$ cat src/rtl/texel_line_cache.sv
// Direct-mapped read cache for 64-bit VRAM texel words.
// One outstanding request; misses issue a single VRAM read.
module texel_line_cache #(
    parameter int LINES  = 16,
    parameter int ADDR_W = 21,
    parameter int CNT_W  = 16
) (
    input  logic              clock,
    input  logic              reset,
    input  logic              req_valid,
    input  logic [ADDR_W-1:0] req_word_addr,
    output logic              req_ready,
    output logic              resp_valid,
    output logic [63:0]       resp_data,
    input  logic              resp_ready,
    input  logic              flush,
    output logic              vram_rd,
    output logic [ADDR_W-1:0] vram_word_addr,
    input  logic              vram_wait,
    input  logic              vram_valid,
    input  logic [63:0]       vram_din,
    output logic [CNT_W-1:0]  hit_count,
    output logic [CNT_W-1:0]  miss_count
);
    localparam int IDX_W = $clog2(LINES);
    localparam int TAG_W = ADDR_W - IDX_W;

    typedef enum logic [1:0] {IDLE, LOOKUP, FILL, RESP} state_t;

    state_t            state;
    logic [ADDR_W-1:0] addr_q;
    logic [LINES-1:0]  line_valid;
    logic [TAG_W-1:0]  tag_mem  [LINES];
    logic [63:0]       data_mem [LINES];
    logic              issued;
    logic              fill_flushed;

    logic [IDX_W-1:0]  idx_q;
    logic [TAG_W-1:0]  tag_q;
    logic              lookup_hit;
    logic              fill_we;

    assign idx_q      = addr_q[IDX_W-1:0];
    assign tag_q      = addr_q[ADDR_W-1:IDX_W];
    assign lookup_hit = line_valid[idx_q] && (tag_mem[idx_q] == tag_q) && !flush;
    assign req_ready  = (state == IDLE) && !flush && !reset;
    assign fill_we    = (state == FILL) && issued && vram_valid;

    // Tag and data arrays carry no reset; validity lives in line_valid only.
    always_ff @(posedge clock) begin
        if (!reset && fill_we) begin
            tag_mem[idx_q]  <= tag_q;
            data_mem[idx_q] <= vram_din;
        end
    end

    always_ff @(posedge clock) begin
        if (reset) begin
            state          <= IDLE;
            addr_q         <= '0;
            line_valid     <= '0;
            resp_valid     <= 1'b0;
            resp_data      <= '0;
            vram_rd        <= 1'b0;
            vram_word_addr <= '0;
            hit_count      <= '0;
            miss_count     <= '0;
            issued         <= 1'b0;
            fill_flushed   <= 1'b0;
        end else begin
            case (state)
                IDLE: begin
                    if (req_valid && req_ready) begin
                        addr_q <= req_word_addr;
                        state  <= LOOKUP;
                    end
                end
                LOOKUP: begin
                    if (lookup_hit) begin
                        resp_data  <= data_mem[idx_q];
                        resp_valid <= 1'b1;
                        if (hit_count != '1) hit_count <= hit_count + 1'b1;
                        state      <= RESP;
                    end else begin
                        if (miss_count != '1) miss_count <= miss_count + 1'b1;
                        vram_rd        <= 1'b1;
                        vram_word_addr <= addr_q;
                        issued         <= 1'b0;
                        fill_flushed   <= 1'b0;
                        state          <= FILL;
                    end
                end
                FILL: begin
                    if (flush) fill_flushed <= 1'b1;
                    if (!issued) begin
                        if (!vram_wait) begin
                            vram_rd <= 1'b0;
                            issued  <= 1'b1;
                        end
                    end else if (vram_valid) begin
                        // A flush seen at any point of the fill leaves the line invalid.
                        if (!flush && !fill_flushed) line_valid[idx_q] <= 1'b1;
                        resp_data  <= vram_din;
                        resp_valid <= 1'b1;
                        state      <= RESP;
                    end
                end
                RESP: begin
                    if (resp_ready) begin
                        resp_valid <= 1'b0;
                        state      <= IDLE;
                    end
                end
                default: state <= IDLE;
            endcase
            if (flush) line_valid <= '0;
        end
    end
endmodule

$ cat config.mk
export PLATFORM = sky130hd
export DESIGN_NAME = texel_line_cache
export DESIGN_NICKNAME = d
export VERILOG_FILES = /design/src/rtl/texel_line_cache.sv
export SDC_FILE = /design/constraint.sdc
export NUM_CORES = 1
export LEC_CHECK = 0
export BUFFER_PORTS_ARGS = -buffer_cell sky130_fd_sc_hd__buf_4
export CAP_MARGIN = 25
export CORE_MARGIN = 2
export CORE_UTILIZATION = 45
export DETAILED_ROUTE_END_ITERATION = 6
export SLEW_MARGIN = 20
export SYNTH_ARGS = -nofsm -noshare
export SYNTH_HDL_FRONTEND = slang
export SYNTH_SLANG_ARGS = --single-unit
$ cat constraint.sdc
create_clock -name clock -period 22.3 [get_ports clock]
set_input_delay 1.115 -clock clock [delete_from_list [all_inputs] [get_ports clock]]
set_output_delay 1.115 -clock clock [all_outputs]
set_load 0.01 [all_outputs]
==> flow_summary.ini <==
[timing]
setup_ws_ps = 17130
slew_viol_final = 0
min_period_ps = 5165
hold_violations = 0
worst_pin_slew_ps = 1118
tns_ps = 0
max_freq_mhz = 193.6
whs_ps = 464.9
finalCritPeriodShare_pct = 23.16
clock-skew-final_ps = 31.93
rsz0062_at_grt = false
setup_viol = 0
slew_headroom_pct = 25.46

[synthesis]
synth.area.top_cells = edfxtp_1, mux4_2, dfxtp_1
synth_top_area_share_pct = 67.79
synth_fp_nets = 2949
yosys-top-cells-count = edfxtp_1, mux4_2, dfxtp_1, nor2_1, nand2_1
synth_area_um2 = 57410
synthCells = 2851
synth.ff_latch_count = 1460
yosysSeqAreaShare_pct = 73.51
synth_ff_type = edfxtp_1
synth_edf_count = 1296
yosysMostFrequentCell = edfxtp_1
yosysWarnings = 0
synth_cell_types = 69
synthArstFlopShare_pct = 0
synth_top_cell_by_area = edfxtp_1
avgSynthCellArea_um2 = 20.14

[run_status]
violations = DRC
outcome = complete, but fails checks

[setup_path]
critical_path.max_fanout = 164
startpoint_type = flop
arrival_ps = 5820
worstSetupEndpointType = flop
critical_path_class = flop to flop
required_ps = 22960

[clocking]
clock-sinks = 1460
numCtsBuffers = 152
path_clk_slew_ps = 60
postCtsHoldBufs = 0
clkLatencyLatePin_ps = 770
cts_root_buf = clkbuf_16
postCtsSetupBuffers = 0
cts_tree = done
cts_buffer_depth = 3
ctsResizeCount = 0
htree_levels = 4

[die]
die_h_um = 361.2
fp.coreArea_um2 = 127000
rows = 131
die_area_um2 = 130400
dieWidth_um = 361.2
start_util_pct = 45.19
ios = 212

[placement]
gp_congestion = 0.7582
dpl.hpwl_um = 74560
dp_slack_ps = 16790
portBuffers = 211

[power]
leakage_nw = 20.56
max-vdd-ir-drop_mv = 0.07641
powerDensity_nw_per_um2 = 90.91
finalPower_w = 0.005984

[global_routing]
grt_max_degree = 165
grtUsageTotal_pct = 21.99
antenna_found_initial = 8
grt_pass1_vias = 30520
grt-ovfl-total = 0
grt_pass1_wl_um = 208300

[layout]
fin_nets = 3197
final_core_util_pct = 51.82
area_growth_pct = 14.67
drive_gt1_share_pct = 31.76

[routing]
vias = 29410
drtIter0Drc = 3044
avgViaCountPerCell = 6.023
drc_errors = 3
wl_um = 142600
post_drt_wl_per_cell_um = 29.20
ant_nets = 0
dr.pass1.iters = 7

[worst_hold_path]
min_path_type = flop to flop

[run]
max_cap_viol_count = 0
## routing by layer
metal / track usage, % / part of all wire, % / up-vias
li1: - / - / 12390
met1: 28.85 / 40 / 15780
met2: 37.28 / 51 / 1026
met3: 4.866 / 7.2 / 215
met4: 5.653 / 2.1 / 6
met5: 0 / 0.022 / -
## final timing paths
| kind | startpoint | to | slack (ps) | depth (start not counted) |
|---|---|---|---|---|
| worst max-delay path | flop | resp_data[41] | 17130 | 12 |
| worst min-delay path | vram_word_addr[4] | vram_word_addr[4] | 460 | 2 |
| worst max register to register | flop | resp_data[41] | 17130 | 12 |
| worst min register to register | vram_word_addr[4] | vram_word_addr[4] | 460 | 2 |
## flip-flops by register name (all words and copies together), names as in the netlist, 2 cells and up, named ones only
signal	count
hit_count	16
line_valid	16
addr_q	21
state	2
tag_mem	272
data_mem	1024
miss_count	16
vram_word_addr	21
resp_data	64
## cell usage in the layout, fill, tap and decap left out, types with 36 or more instances in the layout
| master | count |
|---|---|
| dfxtp_1 | 160 |
| mux2i_1 | 45 |
| edfxtp_1 | 1296 |
| clkbuf_16 | 156 |
| mux2_2 | 64 |
| a222oi_1 | 60 |
| nand2_1 | 119 |
| clkbuf_1 | 36 |
| buf_4 | 266 |
| mux4_2 | 384 |
| a211oi_2 | 40 |
| nor2_1 | 115 |
| a21oi_1 | 87 |
## area by class of cell
type,instances,area (um2)
fillers,9933,61200
well taps,1662,2079
repair buffers,276,2188
inverters,8,35.03
clock buffers,207,4239
clock inverters,69,596.8
multi-input cells,1201,14480
diodes,1,2.502
flip-flops and latches,1460,42210
## kinds of logic after synthesis
group / Yosys count / share of synthesized area, %
flops: 1460 / 73.51
xor+xnor: 33 / 0.5034
buf+inv: 190 / 1.563
fa+ha+maj: 6 / 0.1308
simple gates: 392 / 3.221
compound gates: 267 / 3.766
mux: 503 / 17.31
## power by group
group | internal (W) | total [W] | switching, W
clock | 0.00143 | 0.00246 | 0.00103
sequential | 0.00299 | 0.00303 | 0.0000321
combinational | 0.000202 | 0.000502 | 0.000300
total | 0.00462 | 0.00598 | 0.00136
## through the flow
| step | instance area, um2 | std cells |
|---|---|---|
| 2_1_floorplan | 57410 | 2851 |
| 3_3_place_gp | 60880 | 4603 |
| 3_5_place_dp | 60910 | 4604 |
| 4_1_cts | 65750 | 4880 |
| 5_1_grt | 65830 | 4883 |
| 6_report | 65830 | 4884 |
## critical path, stage by stage, from the launching register on
cell and delay [ps]:
dfxtp_4 810, buf_12 770, mux4_2 610, nand2_1 90, nand2_1 70, xor2_1 140
a221oi_1 510, nand4bb_1 240, nor4_4 240, buf_4 440, buf_4 570, nor2_1 130
a211oi_2 240
(Power assumes the default switching activity.)
